$ cat config.mk
export PLATFORM = sky130hd
export DESIGN_NAME = array_rw_arbiter
export DESIGN_NICKNAME = d
export VERILOG_FILES = /design/src/rtl/array_rw_arbiter.sv
export SDC_FILE = /design/constraint.sdc
export NUM_CORES = 1
export LEC_CHECK = 0
export BUFFER_PORTS_ARGS = -buffer_cell sky130_fd_sc_hd__clkbuf_2
export CORE_MARGIN = 4
export CORE_UTILIZATION = 34
export CTS_BUF_LIST = sky130_fd_sc_hd__clkbuf_16
export DETAILED_ROUTE_END_ITERATION = 8
export PLACE_DENSITY = 0.82
export SETUP_SLACK_MARGIN = 0.02
export SLEW_MARGIN = 0
export SYNTH_ARGS = -nofsm -noshare
export SYNTH_HDL_FRONTEND = slang
export SYNTH_SLANG_ARGS = --single-unit
export TNS_END_PERCENT = 50
$ cat constraint.sdc
create_clock -name clock -period 2.1 [get_ports clock]
set_input_delay 0.21 -clock clock [delete_from_list [all_inputs] [get_ports clock]]
set_output_delay 0.21 -clock clock [all_outputs]
set_load 0.05 [all_outputs]
$ cat src/rtl/array_rw_arbiter.sv
// Read/write arbiter in front of a single-port 256x20 array; clears the array after reset.
// Optional macro ARRAY_RW_ARB_HOLD_READ_EN keeps the last read response on r_resp_data.
module array_rw_arbiter #(
    parameter int unsigned STARVE_LIMIT = 4
) (
    input  logic        clock,
    input  logic        reset,
    input  logic        r_req_valid,
    output logic        r_req_ready,
    input  logic [7:0]  r_req_addr,
    output logic        r_resp_valid,
    output logic [19:0] r_resp_data,
    input  logic        w_req_valid,
    output logic        w_req_ready,
    input  logic [7:0]  w_req_addr,
    input  logic [19:0] w_req_data,
    input  logic [9:0]  w_req_mask,
    output logic        sram_en,
    output logic        sram_wmode,
    output logic [7:0]  sram_addr,
    output logic [9:0]  sram_wmask,
    output logic [19:0] sram_wdata,
    input  logic [19:0] sram_rdata,
    output logic        init_done
);

    typedef enum logic {
        ST_INIT,
        ST_RUN
    } state_t;

    localparam logic [3:0] LIM = 4'(STARVE_LIMIT);

    state_t     r_state;
    state_t     w_state_nxt;
    logic [7:0] r_sweep;
    logic [3:0] r_starve;
    logic       w_run;
    logic       w_starved;
    logic       w_rd_acc;
    logic       w_wr_acc;

    assign w_run     = (r_state == ST_RUN);
    assign w_starved = (r_starve == LIM);

    // Writes have priority until a pending read has lost LIM times in a row.
    assign r_req_ready = w_run && (!w_req_valid || w_starved);
    assign w_req_ready = w_run && !(r_req_valid && w_starved);

    assign w_rd_acc  = r_req_valid && r_req_ready;
    assign w_wr_acc  = w_req_valid && w_req_ready;
    assign init_done = w_run;

    // State register.
    always_ff @(posedge clock or posedge reset) begin
        if (reset) begin
            r_state <= ST_INIT;
        end else begin
            r_state <= w_state_nxt;
        end
    end

    // Next state and array command; idle cycles drive a quiet bus.
    always_comb begin
        w_state_nxt = r_state;
        sram_en     = 1'b0;
        sram_wmode  = 1'b0;
        sram_addr   = 8'h00;
        sram_wmask  = 10'h000;
        sram_wdata  = 20'h00000;
        unique case (r_state)
            ST_INIT: begin
                // Held off while reset is asserted so the sweep
                // starts cleanly at address 0 on release.
                if (!reset) begin
                    sram_en    = 1'b1;
                    sram_wmode = 1'b1;
                    sram_addr  = r_sweep;
                    sram_wmask = 10'h3FF;
                    if (r_sweep == 8'hFF) begin
                        w_state_nxt = ST_RUN;
                    end
                end
            end
            ST_RUN: begin
                if (w_wr_acc) begin
                    sram_en    = 1'b1;
                    sram_wmode = 1'b1;
                    sram_addr  = w_req_addr;
                    sram_wmask = w_req_mask;
                    sram_wdata = w_req_data;
                end else if (w_rd_acc) begin
                    sram_en   = 1'b1;
                    sram_addr = r_req_addr;
                end
            end
        endcase
    end

    // Clear-sweep address, advances once per INIT cycle.
    always_ff @(posedge clock or posedge reset) begin
        if (reset) begin
            r_sweep <= 8'h00;
        end else if (r_state == ST_INIT) begin
            r_sweep <= r_sweep + 8'd1;
        end
    end

    // Count consecutive losses of a waiting read, saturating at LIM.
    always_ff @(posedge clock or posedge reset) begin
        if (reset) begin
            r_starve <= 4'd0;
        end else if (w_run) begin
            if (r_req_valid && !w_rd_acc) begin
                if (!w_starved) begin
                    r_starve <= r_starve + 4'd1;
                end
            end else begin
                r_starve <= 4'd0;
            end
        end
    end

    // Response strobe one cycle after an accepted read.
    always_ff @(posedge clock or posedge reset) begin
        if (reset) begin
            r_resp_valid <= 1'b0;
        end else begin
            r_resp_valid <= w_rd_acc;
        end
    end

`ifdef ARRAY_RW_ARB_HOLD_READ_EN
    logic [19:0] r_resp_hold;

    // Capture each response so it stays visible until the next one.
    always_ff @(posedge clock or posedge reset) begin
        if (reset) begin
            r_resp_hold <= 20'h00000;
        end else if (r_resp_valid) begin
            r_resp_hold <= sram_rdata;
        end
    end

    assign r_resp_data = r_resp_valid ? sram_rdata : r_resp_hold;
`else
    assign r_resp_data = r_resp_valid ? sram_rdata : 20'h00000;
`endif

endmodule

**Yosys cells after proc, flatten, opt, wreduce, memory -nomap -nowiden**

Index checks and enable logic that the tools add are counted.

- Bits in registers: 14
- Bits of input ports: 70
- Output and inout bits: 64
- Word-level logic and storage cells: 42

- $add $sub $neg: 2
- Equality and inequality tests: 3
- Muxes and demuxes: 21
- Bitwise logic cells: 1
- Reduce and logical (&&, ||, !) cells: 11

Operator list:

| kind | count |
|---|---|
| 2-to-1 mux 20 bit | 3 |
| 2-to-1 mux 8 bit | 3 |
| 2-to-1 mux 10 bit | 2 |
| case mux 10 bit (2 select lines) | 1 |
| case mux 8 bit (2 select lines) | 1 |
| adder 8 x 1 -> 8 bit (second input constant) | 1 |
| equality test 8 bit (second input constant) | 1 |
| 2-to-1 mux 4 bit | 2 |
| 2-to-1 mux 1 bit | 7 |
| logical AND 1 bit | 6 |
| adder 4 x 1 -> 4 bit (second input constant) | 1 |
| equality test 4 x 3 -> 1 bit (second input constant) | 1 |
| case mux 1 bit (2 select lines) | 2 |
| zero test 1 bit | 3 |
| inequality test 2 bit (second input constant) | 1 |
| AND reduction 2 bit | 1 |
| logical OR 1 bit | 1 |
| NOT 1 bit | 1 |

**Logic depth before layout (Yosys ltp)**

Gate-level depths: netlist (run 1).

- Word-level depth: 8
- Mapped depth: 7
- Depth with buffers taken out: 5

**Worst setup path before layout (run 1)**

Ideal clock, no wire load.

- Path kind: register to output
- Start point: register r_state (netlist: init_done)
- End point: output port sram_en
- Arrival: 1.820 ns
- Data required time: 1.890 ns
- Slack: 0.070 ns
- Cell stages (with the launch flop): 5
- Buffers on the path: 1
- Cells stage by stage: dfrtp_1 -> buf_2 -> inv_1 -> nor3_1 -> a21oi_1

- Word-level cells in the longest chain between the ends: 5

RTL lines:

| element | line | RTL |
|---|---|---|
| start, declared | 34 | `state_t r_state;` |
| start signal, assigned | 59 | `r_state <= w_state_nxt;` |
| logical AND 1 bit | 47 | `assign r_req_ready = w_run && (!w_req_valid \|\| w_starved);` |
| logical AND 1 bit | 50 | `assign w_rd_acc = r_req_valid && r_req_ready;` |
| 2-to-1 mux 1 bit | 92 | `end else if (w_rd_acc) begin` |
| 2-to-1 mux 1 bit | 86 | `if (w_wr_acc) begin` |
| case mux 1 bit (2 select lines) (*) | 71 | `unique case (r_state)` |
| end, declared | 18 | `output logic sram_en,` |

Mark *: on every way between the ends. The rest lies on a longest branch, timed or not.

**Worst setup path after layout (run 1)**

- Start point: register r_starve[0]
- End point: output port sram_wmask[3]

- Word-level cells in the longest chain between the ends: 7

RTL lines:

| element | line | RTL |
|---|---|---|
| start, declared | 37 | `logic [3:0] r_starve;` |
| start signal, assigned | 116 | `r_starve <= r_starve + 4'd1;` |
| equality test 4 x 3 -> 1 bit | 44 | `assign w_starved = (r_starve == LIM);` |
| logical AND 1 bit | 48 | `assign w_req_ready = w_run && !(r_req_valid && w_starved);` |
| zero test 1 bit | 48 |  |
| logical AND 1 bit | 48 |  |
| logical AND 1 bit | 51 | `assign w_wr_acc = w_req_valid && w_req_ready;` |
| 2-to-1 mux 10 bit | 86 |  |
| case mux 10 bit (2 select lines) | 71 |  |
| end, declared | 21 | `output logic [9:0] sram_wmask,` |

No other way between the ends.

==> metrics.txt, run 1 <==
# TYPE chip_impl_metric gauge
chip_impl_metric{name="highest_net_fanout_along_the_worst_path",unit=""} 10
chip_impl_info{name="cts_tree",value="yes"} 1
chip_impl_metric{name="diodes",unit=""} 0
chip_impl_metric{name="detail-route-antenna-nets",unit=""} 0
chip_impl_metric{name="final_net_count",unit=""} 354
chip_impl_metric{name="first_pass_iteration_count_of_the_detailed_router",unit=""} 4
chip_impl_info{name="r2r-end",value="r_starve[3]"} 1
chip_impl_metric{name="seqCellArea",unit="sq um"} 350.3
chip_impl_metric{name="grt_antenna_before_repair",unit=""} 0
chip_impl_metric{name="fin_area",unit="sq um"} 2306
chip_impl_metric{name="cp_arrival",unit="ps"} 1880
chip_impl_info{name="timing.critical_path.to_type",value="output pin"} 1
chip_impl_metric{name="dieHeight",unit="um"} 67.47
chip_impl_metric{name="p_sw_share",unit="%"} 38.12
chip_impl_metric{name="routed_via_density",unit=""} 4.917
chip_impl_info{name="clk_root_buffer_cell",value="sky130_fd_sc_hd__clkbuf_16"} 1
chip_impl_metric{name="flow.area_growth_from_synthesis",unit="%"} 91.78
chip_impl_metric{name="finish.utilization",unit="%"} 68.56
chip_impl_info{name="synth_area_leaders",value="sky130_fd_sc_hd__dfrtp_1, sky130_fd_sc_hd__and2_1, sky130_fd_sc_hd__a21o_1"} 1
chip_impl_metric{name="route.final.wire_length",unit="mm"} 5.056
chip_impl_metric{name="switchingPower",unit="uW"} 438.9
chip_impl_info{name="timing.critical_path.to",value="sram_wmask[3]"} 1
chip_impl_metric{name="die_area",unit="sq um"} 4552
chip_impl_metric{name="place_congestion",unit=""} 0.8712
chip_impl_metric{name="number_of_max_cap_violations",unit=""} 0
chip_impl_metric{name="fmax",unit="MHz"} 478.1
chip_impl_metric{name="synth_enable_flop_cells",unit=""} 0
chip_impl_metric{name="clock_tree.buffer_depth",unit=""} 2
chip_impl_info{name="run_status",value="finished, final reports clean"} 1
chip_impl_metric{name="r2r.worst_path.cells",unit=""} 4
chip_impl_metric{name="hold-worst-slack",unit="ps"} 47.18
chip_impl_metric{name="cts-hold-fix-buffers",unit=""} 0
chip_impl_info{name="cp-start-kind",value="flop"} 1
chip_impl_metric{name="net_count_after_synthesis",unit=""} 212
chip_impl_metric{name="worst_ir_drop_vdd",unit="V"} 0.0004077
chip_impl_metric{name="seq_area_frac_synth",unit="%"} 29.14
chip_impl_metric{name="grt_usage",unit="%"} 20.40
chip_impl_info{name="synth_top_flop_cell",value="sky130_fd_sc_hd__dfrtp_1"} 1
chip_impl_metric{name="setup_violations",unit=""} 0
chip_impl_metric{name="rows",unit=""} 21
chip_impl_metric{name="finalCritPeriodShare",unit="%"} 99.60
chip_impl_metric{name="timing.final.max_slew_violations",unit=""} 0
chip_impl_metric{name="total_of_flip_flops_plus_latches_after_synthesis",unit=""} 14
chip_impl_metric{name="synth_warnings",unit=""} 0
chip_impl_metric{name="critPathRequiredTime",unit="ps"} 1890
chip_impl_metric{name="fin_crit",unit="ps"} 2092
chip_impl_metric{name="postSynthAreaPerCell",unit="sq um"} 8.650
chip_impl_info{name="most_frequent_cells_in_the_layout",value="sky130_fd_sc_hd__clkbuf_2, sky130_fd_sc_hd__and2_1, sky130_fd_sc_hd__buf_6"} 1
chip_impl_metric{name="cellLeakagePower",unit="uW"} 0.001314
chip_impl_metric{name="yosysUniqueCellTypes",unit=""} 31
chip_impl_metric{name="detailed_route_iter0_violations",unit=""} 69
chip_impl_metric{name="place.detailed.hpwl",unit="mm"} 3.479
chip_impl_metric{name="power_density",unit="nW/um^2"} 499.2
chip_impl_metric{name="setup-tns-final",unit="ps"} 0
chip_impl_metric{name="number_of_clock_sinks_seen_by_cts",unit=""} 14
chip_impl_metric{name="netlist.area_leader.share",unit="%"} 29.14
chip_impl_info{name="timing.hold.worst.class",value="input pin to asynchronous set/reset pin"} 1
chip_impl_info{name="worst_setup_path_startpoint",value="r_starve[0]"} 1
chip_impl_metric{name="footprint_of_the_multi_input_gates",unit="sq um"} 854.6
chip_impl_metric{name="numCtsBuffers",unit=""} 3
chip_impl_metric{name="start_util",unit="%"} 35.75
chip_impl_metric{name="drive_above_1_share",unit="%"} 56.07
chip_impl_metric{name="die_width",unit="um"} 67.47
chip_impl_metric{name="asyncSetResetFlopFracSynth",unit="%"} 100.0
chip_impl_metric{name="fp.coreArea",unit="sq um"} 3363
chip_impl_info{name="setup_repair_after_global_routing_missed_its_margin",value="yes"} 1
chip_impl_metric{name="worst_slew_margin_rel",unit="%"} 64.64
chip_impl_info{name="timing.setup.critical_path_class",value="flop to output pin"} 1
chip_impl_metric{name="numPortBuffers",unit=""} 133
chip_impl_metric{name="power_frac_comb",unit="%"} 43.6
chip_impl_metric{name="power.share.clock",unit="%"} 32.2
chip_impl_metric{name="syn-instance-count",unit=""} 139
chip_impl_metric{name="placed_cell_area",unit="sq um"} 1894
chip_impl_metric{name="hold_viol",unit=""} 0
chip_impl_metric{name="p_int",unit="uW"} 712.4
chip_impl_metric{name="total_power",unit="uW"} 1151
chip_impl_metric{name="grt-ovfl-total",unit=""} 0
chip_impl_metric{name="worst_slew_pin_slew",unit="ps"} 529.9
chip_impl_info{name="final_common_cell",value="sky130_fd_sc_hd__clkbuf_2"} 1
chip_impl_metric{name="clock_skew",unit="ps"} 0.3894
chip_impl_metric{name="layout.filler_cells",unit=""} 284
chip_impl_metric{name="clkLatencyLatePin",unit="ps"} 250
chip_impl_metric{name="vias_after_detailed_routing",unit=""} 1603
chip_impl_metric{name="sequential_fraction_of_design_power",unit="%"} 24.2
chip_impl_metric{name="syn_area",unit="sq um"} 1202
chip_impl_metric{name="pin_count",unit=""} 134
chip_impl_info{name="startpoint_of_the_worst_slack_reg_to_reg_timing_path",value="init_done"} 1
chip_impl_metric{name="cts-htree-levels",unit=""} 1
chip_impl_metric{name="largest_net_degree_at_the_start_of_global_routing",unit=""} 22
chip_impl_metric{name="rrSetupSlack",unit="ps"} 610
chip_impl_metric{name="wl_per_cell",unit="um"} 15.51
chip_impl_metric{name="route.detailed.drc",unit=""} 0
chip_impl_metric{name="first_global_vias",unit=""} 1440
chip_impl_metric{name="clock_transition_at_the_register_clock_pins_on_the_worst_setup_and_hold_paths_after_cts",unit="ps"} 50
chip_impl_info{name="yosys.area.top_type",value="sky130_fd_sc_hd__dfrtp_1"} 1
chip_impl_metric{name="wire_length_of_the_first_global_routing_pass",unit="mm"} 6.975
## per-layer routing
layer,GRT usage (%),vias to the layer above,share of wire (%)
met4,9.367,0,3.5
met1,22.38,730,36
met5,0,-,0
li1,-,769,-
met3,3.993,18,8.4
met2,37.30,86,53
## sequential cells by signal, indices dropped and copies added (netlist names)
signal,cells
r_resp_valid,1
r_sweep,8
r_starve,4
init_done,1
## worst min-delay path by stage
stage               start          end  slack [ps]  cells past startpoint
floorplan           reset    init_done         100                      1
global placement    reset  r_starve[0]         310                      2
detailed placement  reset  r_starve[3]         320                      2
CTS                 reset    init_done          70                      2
global route        reset   r_sweep[2]         110                      2
finish              reset   r_sweep[2]          50                      2
## final cells by class
type                    count  share of cell area, %
well taps                  46                  2.496
repair buffers            141                  41.02
clock buffers               3                  3.256
flip-flops and latches     14                  15.19
clock inverters             1                 0.1628
inverters                   5                 0.8139
multi-input cells         116                  37.06
## power groups by stage
stage / registers [uW] / logic [uW] / clock network (uW)
floorplan: 283 / 298 / 0
global placement: 282 / 419 / 0
detailed placement: 283 / 423 / 0
CTS: 278 / 465 / 372
global route: 279 / 524 / 390
finish: 278 / 502 / 371
## cells in the mapped netlist, types with 2 or more instances
library cell,count
sky130_fd_sc_hd__and2_1,48
sky130_fd_sc_hd__dfrtp_1,14
sky130_fd_sc_hd__a21o_1,11
sky130_fd_sc_hd__a221o_1,8
sky130_fd_sc_hd__clkbuf_1,5
sky130_fd_sc_hd__inv_1,5
sky130_fd_sc_hd__nand2_1,5
sky130_fd_sc_hd__xnor2_1,5
sky130_fd_sc_hd__nor2_1,4
sky130_fd_sc_hd__ha_1,3
sky130_fd_sc_hd__nor3_1,3
sky130_fd_sc_hd__a21oi_1,2
sky130_fd_sc_hd__a22o_1,2
sky130_fd_sc_hd__buf_6,2
sky130_fd_sc_hd__mux2_2,2
sky130_fd_sc_hd__nand3_1,2
sky130_fd_sc_hd__nand4_1,2
sky130_fd_sc_hd__nand4b_1,2
sky130_fd_sc_hd__xor2_1,2
## kinds of logic (layout without fill, tap and decap cells)
family	Yosys count	in the layout	synth area share, %
compound gates	27	27	18.63
mux	2	2	1.873
xor+xnor	7	7	5.099
buf+inv	13	150	5.411
simple gates	73	77	36.73
flops	14	14	29.14
fa+ha+maj	3	3	3.122
## per-stage QoR
stage / instances / worst slack, ps
final: 326 / 8.368
after global routing: 326 / -49.55
after CTS: 323 / 21.99
after detailed placement: 312 / 153.7
after global placement: 312 / 230.5
after floorplan: 139 / 70.09
## worst max-delay path, stage by stage, from the launching register on
cell	delay, ps
sky130_fd_sc_hd__dfrtp_1	390
sky130_fd_sc_hd__inv_2	90
sky130_fd_sc_hd__ha_4	140
sky130_fd_sc_hd__nand4b_1	200
sky130_fd_sc_hd__buf_4	230
sky130_fd_sc_hd__and3_4	220
sky130_fd_sc_hd__a21o_1	200
sky130_fd_sc_hd__buf_6	160
## timing repair
action	CTS	global route
gates cloned	3	1
setup endpoints to repair	39	39
resized for setup	49	65
pin swaps	0	10
setup buffers	4	2
(Power assumes the default switching activity.)
==> inputs of run 2 (changes only) <==
Settings changed: CELL_PAD_IN_SITES_DETAIL_PLACEMENT from default to 1, CELL_PAD_IN_SITES_GLOBAL_PLACEMENT from default to 2, CORE_UTILIZATION 34 to 16, PLACE_DENSITY 0.82 to 0.83.
Clock period 2.1 ns to 2.4 ns, I/O delays scaled along.
==> run 2 against run 1 <==
Net effect:
- sequential power is 12% lower
- largest cell class is now multi-input combinational cells
- routed wire length is 5.9% lower
- core utilization is 41 points lower
- non-clock buffer count is 7 lower
- register-to-register slack better by 330 ps
- largest power group unchanged
- power is 19% lower
- clock-buffer cell count stayed put
- die area is 97% higher
- first-iteration DRC count is 67% lower
==> metrics.txt, run 2 (synthesis gave the netlist of run 1 again) <==
# TYPE chip_impl_metric gauge
chip_impl_metric{name="vias_after_detailed_routing",unit=""} 1498
chip_impl_metric{name="fin_area",unit="sq um"} 2032
chip_impl_metric{name="cts-hold-fix-buffers",unit=""} 0
chip_impl_metric{name="critPathRequiredTime",unit="ps"} 2160
chip_impl_metric{name="number_of_max_cap_violations",unit=""} 0
chip_impl_metric{name="wire_length_of_the_first_global_routing_pass",unit="mm"} 7.003
chip_impl_metric{name="cts.repair_timing.setup_buffer_count",unit=""} 0
chip_impl_metric{name="r2r.worst_path.cells",unit=""} 5
chip_impl_info{name="cp_top_family",value="compound AO/OA/AOI/OAI gates"} 1
chip_impl_metric{name="cp_slowest_stage_delay",unit="ps"} 450
chip_impl_metric{name="setup_violations",unit=""} 0
chip_impl_metric{name="numPortBuffers",unit=""} 133
chip_impl_info{name="most_flops_register",value="r_sweep"} 1
chip_impl_metric{name="die_area",unit="sq um"} 8966
chip_impl_metric{name="flow.area_growth_from_synthesis",unit="%"} 68.99
chip_impl_info{name="timing.critical_path.to_type",value="output pin"} 1
chip_impl_metric{name="switchingPower",unit="uW"} 365.4
chip_impl_metric{name="place_congestion",unit=""} 0.7601
chip_impl_metric{name="total_power",unit="uW"} 933.7
chip_impl_metric{name="timing.final.max_slew_violations",unit=""} 0
chip_impl_metric{name="grt-ovfl-total",unit=""} 0
chip_impl_metric{name="grt_antenna_before_repair",unit=""} 0
chip_impl_metric{name="clock_transition_at_the_register_clock_pins_on_the_worst_setup_and_hold_paths_after_cts",unit="ps"} 50
chip_impl_metric{name="finalCritPeriodShare",unit="%"} 94.81
chip_impl_info{name="run_status",value="finished, final reports clean"} 1
chip_impl_metric{name="fp.coreArea",unit="sq um"} 7292
chip_impl_metric{name="place.detailed.hpwl",unit="mm"} 4.033
chip_impl_metric{name="routed_via_density",unit=""} 4.071
chip_impl_metric{name="fmax",unit="MHz"} 439.5
chip_impl_metric{name="sequential_fraction_of_design_power",unit="%"} 26.1
chip_impl_metric{name="drive_above_1_share",unit="%"} 53.16
chip_impl_metric{name="detailed_route_iter0_violations",unit=""} 23
chip_impl_metric{name="rows",unit=""} 31
chip_impl_metric{name="highest_net_fanout_along_the_worst_path",unit=""} 9
chip_impl_info{name="most_frequent_cells_in_the_layout",value="sky130_fd_sc_hd__clkbuf_2, sky130_fd_sc_hd__and2_1, sky130_fd_sc_hd__dfrtp_1"} 1
chip_impl_metric{name="worst_ir_drop_vdd",unit="V"} 0.0001627
chip_impl_metric{name="clkLatencyLatePin",unit="ps"} 250
chip_impl_metric{name="number_of_clock_sinks_seen_by_cts",unit=""} 14
chip_impl_metric{name="pin_count",unit=""} 134
chip_impl_info{name="cp-start-kind",value="flop"} 1
chip_impl_metric{name="route.detailed.drc",unit=""} 0
chip_impl_metric{name="hold_viol",unit=""} 0
chip_impl_metric{name="p_int",unit="uW"} 568.3
chip_impl_metric{name="dieHeight",unit="um"} 94.69
chip_impl_metric{name="wl_per_cell",unit="um"} 12.93
chip_impl_info{name="startpoint_of_the_worst_slack_reg_to_reg_timing_path",value="r_starve[0]"} 1
chip_impl_metric{name="power.share.clock",unit="%"} 34.2
chip_impl_metric{name="numCtsBuffers",unit=""} 3
chip_impl_metric{name="worst_slew_pin_slew",unit="ps"} 565.3
chip_impl_metric{name="cellLeakagePower",unit="uW"} 0.001200
chip_impl_info{name="worst_setup_path_startpoint",value="r_starve[0]"} 1
chip_impl_metric{name="largest_register_ffs",unit=""} 8
chip_impl_metric{name="largest_net_degree_at_the_start_of_global_routing",unit=""} 40
chip_impl_metric{name="hold-worst-slack",unit="ps"} 105.3
chip_impl_metric{name="fin_crit",unit="ps"} 2275
chip_impl_metric{name="worst_slew_margin_rel",unit="%"} 62.27
chip_impl_metric{name="crit_buf_inv",unit=""} 2
chip_impl_info{name="r2r-end",value="r_starve[0]"} 1
chip_impl_info{name="crit_slowest_cell",value="sky130_fd_sc_hd__a21oi_2"} 1
chip_impl_metric{name="start_util",unit="%"} 16.49
chip_impl_metric{name="setup-tns-final",unit="ps"} 0
chip_impl_metric{name="die_width",unit="um"} 94.69
chip_impl_metric{name="first_pass_iteration_count_of_the_detailed_router",unit=""} 4
chip_impl_info{name="final_common_cell",value="sky130_fd_sc_hd__clkbuf_2"} 1
chip_impl_info{name="cts_tree",value="yes"} 1
chip_impl_metric{name="route.final.wire_length",unit="mm"} 4.760
chip_impl_metric{name="diodes",unit=""} 0
chip_impl_metric{name="final_net_count",unit=""} 343
chip_impl_metric{name="grt_usage",unit="%"} 9.776
chip_impl_metric{name="post_cts_resized",unit=""} 0
chip_impl_metric{name="finish.utilization",unit="%"} 27.87
chip_impl_metric{name="cp_arrival",unit="ps"} 2040
chip_impl_metric{name="clock_tree.buffer_depth",unit=""} 2
chip_impl_metric{name="placed_cell_area",unit="sq um"} 1953
chip_impl_info{name="setup_repair_after_global_routing_missed_its_margin",value="no"} 1
chip_impl_info{name="clk_root_buffer_cell",value="sky130_fd_sc_hd__clkbuf_16"} 1
chip_impl_metric{name="cts-htree-levels",unit=""} 1
chip_impl_info{name="timing.setup.critical_path_class",value="flop to output pin"} 1
chip_impl_metric{name="rrSetupSlack",unit="ps"} 940
chip_impl_info{name="timing.hold.worst.class",value="input pin to asynchronous set/reset pin"} 1
chip_impl_metric{name="power_density",unit="nW/um^2"} 459.5
chip_impl_info{name="largest_registers",value="r_sweep: 8 flops, r_starve: 4 flops"} 1
chip_impl_metric{name="layout.filler_cells",unit=""} 924
chip_impl_metric{name="clock_skew",unit="ps"} 1.642
chip_impl_metric{name="detail-route-antenna-nets",unit=""} 0
chip_impl_metric{name="power_frac_comb",unit="%"} 39.7
chip_impl_metric{name="first_global_vias",unit=""} 1477
chip_impl_info{name="worstPathCellList",value="inv_1 > ha_1 > nand3b_1 > a21oi_2 > a221o_1 > clkbuf_2"} 1
chip_impl_metric{name="p_sw_share",unit="%"} 39.13
==> run 2: per-stage QoR <==
stage | worst slack, ps | std cells
2_1_floorplan | 340.1 | 139
3_3_place_gp | 463.6 | 364
3_5_place_dp | 406.8 | 364
4_1_cts | 111.4 | 368
5_1_grt | 22.69 | 368
6_report | 124.6 | 368
==> run 2: power by group through the flow <==
| stage | Sequential (uW) | Combinational [uW] | Clock [uW] |
|---|---|---|---|
| CTS | 244 | 376 | 330 |
| detailed placement | 248 | 375 | 0 |
| global route | 245 | 392 | 335 |
| global placement | 247 | 371 | 0 |
| floorplan | 247 | 261 | 0 |
| finish | 244 | 371 | 319 |
==> run 2: layout make-up <==
type	instances	area, sq um	area share (%)
well taps	99	123.9	6.096
clock inverters	1	3.754	0.1847
repair buffers	134	673.1	33.13
inverters	5	18.77	0.9236
flip-flops and latches	14	350.3	17.24
multi-input cells	112	787.0	38.73
clock buffers	3	75.07	3.695
==> run 2: how the worst max path moves through the flow <==
stage                                to  slack [ps]  cells past startpoint
after floorplan                 sram_en         340                      4
after global placement     sram_addr[0]         460                      6
after detailed placement   sram_addr[2]         410                      6
after CTS                  sram_addr[2]         110                      6
after global routing      sram_wmask[8]          20                      4
final                      sram_addr[2]         120                      6
==> run 2: metal layers <==
metal	wire length, um	global-route usage (%)	up-vias
met3	327	1.912	7
met1	1795	10.54	693
met2	2563	18.67	58
met5	0	0	-
met4	73	3.486	0
li1	-	-	740
==> run 2: worst register-to-register path, delay by kind of cell, from the launching register on <==
family	cells	cell delay (ps)
adders and majority gates	1	190
and+or+nand+nor	2	420
muxes	1	270
buffers and inverters	1	90
DFF	1	380
==> inputs of run 3 (changes only) <==
Settings changed: ABC_AREA from default to 1.
==> run 3 against run 2 <==
Net effect:
- first-iteration DRC count grew to 2.7 times the previous value
- via count grew 27%
- clock power shrank 1%
- largest power group unchanged
- die area grew 15%
- worst hold slack gained 3.1 ps
==> metrics.txt, run 3 <==
# TYPE chip_impl_metric gauge
chip_impl_metric{name="synth_warnings",unit=""} 0
chip_impl_metric{name="first_pass_iteration_count_of_the_detailed_router",unit=""} 4
chip_impl_metric{name="cts-htree-levels",unit=""} 1
chip_impl_metric{name="route.final.wire_length",unit="mm"} 5.942
chip_impl_metric{name="placed_cells_incl_taps",unit=""} 460
chip_impl_info{name="synth_area_leaders",value="sky130_fd_sc_hd__dfrtp_1, sky130_fd_sc_hd__inv_1, sky130_fd_sc_hd__nand2_1"} 1
chip_impl_metric{name="hold_viol",unit=""} 0
chip_impl_metric{name="power_density",unit="nW/um^2"} 461.4
chip_impl_metric{name="routed_via_density",unit=""} 4.090
chip_impl_metric{name="fmax",unit="MHz"} 460.2
chip_impl_metric{name="detailed_route_iter0_violations",unit=""} 62
chip_impl_info{name="most_frequent_cells_in_the_layout",value="sky130_fd_sc_hd__clkbuf_2, sky130_fd_sc_hd__inv_1, sky130_fd_sc_hd__nand2_1"} 1
chip_impl_metric{name="worst_ir_drop_vdd",unit="V"} 0.0001940
chip_impl_info{name="timing.hold.worst.class",value="input pin to asynchronous set/reset pin"} 1
chip_impl_metric{name="wl_per_cell",unit="um"} 12.78
chip_impl_metric{name="sequential_fraction_of_design_power",unit="%"} 25.9
chip_impl_metric{name="largest_net_degree_at_the_start_of_global_routing",unit=""} 33
chip_impl_metric{name="detail-route-antenna-nets",unit=""} 0
chip_impl_metric{name="die_area",unit="sq um"} 10310
chip_impl_metric{name="finalCritPeriodShare",unit="%"} 90.53
chip_impl_metric{name="flow.area_growth_from_synthesis",unit="%"} 58.09
chip_impl_metric{name="layoutNonFillerInstCount",unit=""} 465
chip_impl_metric{name="pin_count",unit=""} 134
chip_impl_info{name="synth_commonest_cells",value="sky130_fd_sc_hd__inv_1, sky130_fd_sc_hd__nand2_1, sky130_fd_sc_hd__nor2_1, sky130_fd_sc_hd__nand4_1, sky130_fd_sc_hd__nand3_1"} 1
chip_impl_metric{name="seq_area_frac_synth",unit="%"} 25.02
chip_impl_info{name="cts_tree",value="yes"} 1
chip_impl_metric{name="power.share.clock",unit="%"} 30.9
chip_impl_info{name="run_status",value="finished, final reports clean"} 1
chip_impl_metric{name="power_frac_comb",unit="%"} 43.2
chip_impl_metric{name="critPathRequiredTime",unit="ps"} 2160
chip_impl_info{name="yosys.area.top_type",value="sky130_fd_sc_hd__dfrtp_1"} 1
chip_impl_metric{name="numCtsBuffers",unit=""} 3
chip_impl_metric{name="largest_register_ffs",unit=""} 8
chip_impl_metric{name="switchingPower",unit="uW"} 432.3
chip_impl_metric{name="syn_area",unit="sq um"} 1400
chip_impl_metric{name="first_global_vias",unit=""} 1833
chip_impl_metric{name="timing.final.max_slew_violations",unit=""} 0
chip_impl_info{name="timing.critical_path.to_type",value="output pin"} 1
chip_impl_metric{name="wire_length_of_the_first_global_routing_pass",unit="mm"} 8.576
chip_impl_metric{name="grt_antenna_before_repair",unit=""} 0
chip_impl_metric{name="postSynthAreaPerCell",unit="sq um"} 6.035
chip_impl_metric{name="finish.utilization",unit="%"} 26.41
chip_impl_metric{name="p_sw_share",unit="%"} 42.33
chip_impl_info{name="cp-start-kind",value="flop"} 1
chip_impl_metric{name="diodes",unit=""} 0
chip_impl_metric{name="dieHeight",unit="um"} 101.5
chip_impl_metric{name="cts.repair_timing.setup_buffer_count",unit=""} 0
chip_impl_metric{name="cp_arrival",unit="ps"} 1930
chip_impl_metric{name="syn-instance-count",unit=""} 232
chip_impl_metric{name="netlist.area_leader.share",unit="%"} 25.02
chip_impl_info{name="largest_registers",value="r_sweep: 8 flops, r_starve: 4 flops"} 1
chip_impl_metric{name="clkLatencyLatePin",unit="ps"} 240
chip_impl_metric{name="final_net_count",unit=""} 434
chip_impl_metric{name="numPortBuffers",unit=""} 133
chip_impl_metric{name="setup_violations",unit=""} 0
chip_impl_info{name="clk_root_buffer_cell",value="sky130_fd_sc_hd__clkbuf_16"} 1
chip_impl_metric{name="net_count_after_synthesis",unit=""} 305
chip_impl_metric{name="p_int",unit="uW"} 589.0
chip_impl_info{name="setup_repair_after_global_routing_missed_its_margin",value="no"} 1
chip_impl_metric{name="synth_enable_flop_cells",unit=""} 0
chip_impl_metric{name="grt-ovfl-total",unit=""} 0
chip_impl_metric{name="rrSetupSlack",unit="ps"} 840
chip_impl_metric{name="worst_slew_pin_slew",unit="ps"} 608.5
chip_impl_metric{name="asyncSetResetFlopFracSynth",unit="%"} 100.0
chip_impl_metric{name="post_cts_resized",unit=""} 0
chip_impl_metric{name="drive_above_1_share",unit="%"} 40.28
chip_impl_metric{name="rows",unit=""} 33
chip_impl_metric{name="worst_slew_margin_rel",unit="%"} 59.43
chip_impl_metric{name="total_of_flip_flops_plus_latches_after_synthesis",unit=""} 14
chip_impl_info{name="timing.setup.critical_path_class",value="flop to output pin"} 1
chip_impl_info{name="final_common_cell",value="sky130_fd_sc_hd__clkbuf_2"} 1
chip_impl_metric{name="grt_usage",unit="%"} 10.28
chip_impl_metric{name="place_congestion",unit=""} 0.7534
chip_impl_metric{name="number_of_max_cap_violations",unit=""} 0
chip_impl_metric{name="highest_net_fanout_along_the_worst_path",unit=""} 16
chip_impl_info{name="synth.most_common_cell",value="sky130_fd_sc_hd__inv_1"} 1
chip_impl_metric{name="cellLeakagePower",unit="uW"} 0.001489
chip_impl_metric{name="clock_skew",unit="ps"} 1.368
chip_impl_metric{name="clock_tree.buffer_depth",unit=""} 2
chip_impl_metric{name="die_width",unit="um"} 101.5
chip_impl_metric{name="fp.coreArea",unit="sq um"} 8382
chip_impl_metric{name="place.detailed.hpwl",unit="mm"} 4.944
chip_impl_metric{name="start_util",unit="%"} 16.70
chip_impl_info{name="most_flops_register",value="r_sweep"} 1
chip_impl_info{name="synth_top_flop_cell",value="sky130_fd_sc_hd__dfrtp_1"} 1
chip_impl_metric{name="yosysUniqueCellTypes",unit=""} 26
chip_impl_metric{name="route.detailed.drc",unit=""} 0
chip_impl_metric{name="vias_after_detailed_routing",unit=""} 1902
chip_impl_metric{name="number_of_clock_sinks_seen_by_cts",unit=""} 14
chip_impl_metric{name="clock_transition_at_the_register_clock_pins_on_the_worst_setup_and_hold_paths_after_cts",unit="ps"} 50
chip_impl_metric{name="cts-hold-fix-buffers",unit=""} 0
chip_impl_metric{name="fin_crit",unit="ps"} 2173
==> run 3: cell count changes after synthesis, sizes merged, moves of 5 or more <==
cell   delta
inv      +62
and2     -48
nand2    +47
nor2     +24
nand4    +16
nand3    +14
o21ai    +12
a21o     -11
a221o     -8
buf       +5
==> run 3: layout make-up <==
cell class | count | area, sq um
Inverter | 67 | 251.5
Clock buffer | 3 | 75.07
Timing Repair Buffer | 134 | 673.1
Clock inverter | 1 | 3.754
Tap cell | 105 | 131.4
Sequential cell | 14 | 350.3
Multi-Input combinational cell | 141 | 728.2
Fill cell | 1125 | 6168
==> run 3: kinds of logic after synthesis <==
group           after synthesis  synth area share, %
compound gates               14                5.273
xor+xnor                      5                3.128
buf+inv                      78                23.68
fa+ha+maj                     3                2.681
simple gates                118                40.21
flops                        14                25.02
==> run 3: final timing paths <==
path	start	endpoint	cells after the start
max in group asynchronous	reset	r_starve[2]	2
worst max register to register	init_done	r_sweep[7]	7
worst min-delay path	reset	r_sweep[7]	2
worst max-delay path	r_starve[1]	sram_wdata[5]	6
worst min register to register	r_sweep[6]	r_sweep[6]	2
min in group clock	reset	init_done	4
==> run 3: metal layers <==
metal / wire, um / GRT usage [%] / vias to the layer above
met5: 0 / 0 / -
met4: 55 / 1.534 / 0
met3: 518 / 2.273 / 6
met2: 3043 / 19.62 / 76
met1: 2325 / 11.85 / 865
li1: - / - / 955
==> run 3: worst max-delay path: stages, from the launching register on <==
cell and delay [ps]:
sky130_fd_sc_hd__dfrtp_1 400, sky130_fd_sc_hd__inv_1 60, sky130_fd_sc_hd__ha_1 220, sky130_fd_sc_hd__nand4_4 210
sky130_fd_sc_hd__nand3_2 310, sky130_fd_sc_hd__nor2_1 200, sky130_fd_sc_hd__clkbuf_2 300
==> run 3: power groups by stage <==
stage	clock (uW)	combinational [uW]	sequential, uW
finish	315	441	265
global route	341	473	267
CTS	320	446	265
detailed placement	0	445	269
global placement	0	437	267
floorplan	0	313	265
==> run 3: through the flow <==
step	instance area (sq um)	TNS (ps)	hold WS, ps	power (uW)	setup slack [ps]
after floorplan	1400	-48.35	129.2	577.7	-6.044
after global placement	2125	0	389.0	704.0	453.9
after detailed placement	2125	0	392.5	713.8	358.8
after CTS	2203	0	140.5	1032	102.5
after global routing	2213	0	160.2	1081	70.82
final	2213	0	108.4	1021	227.2
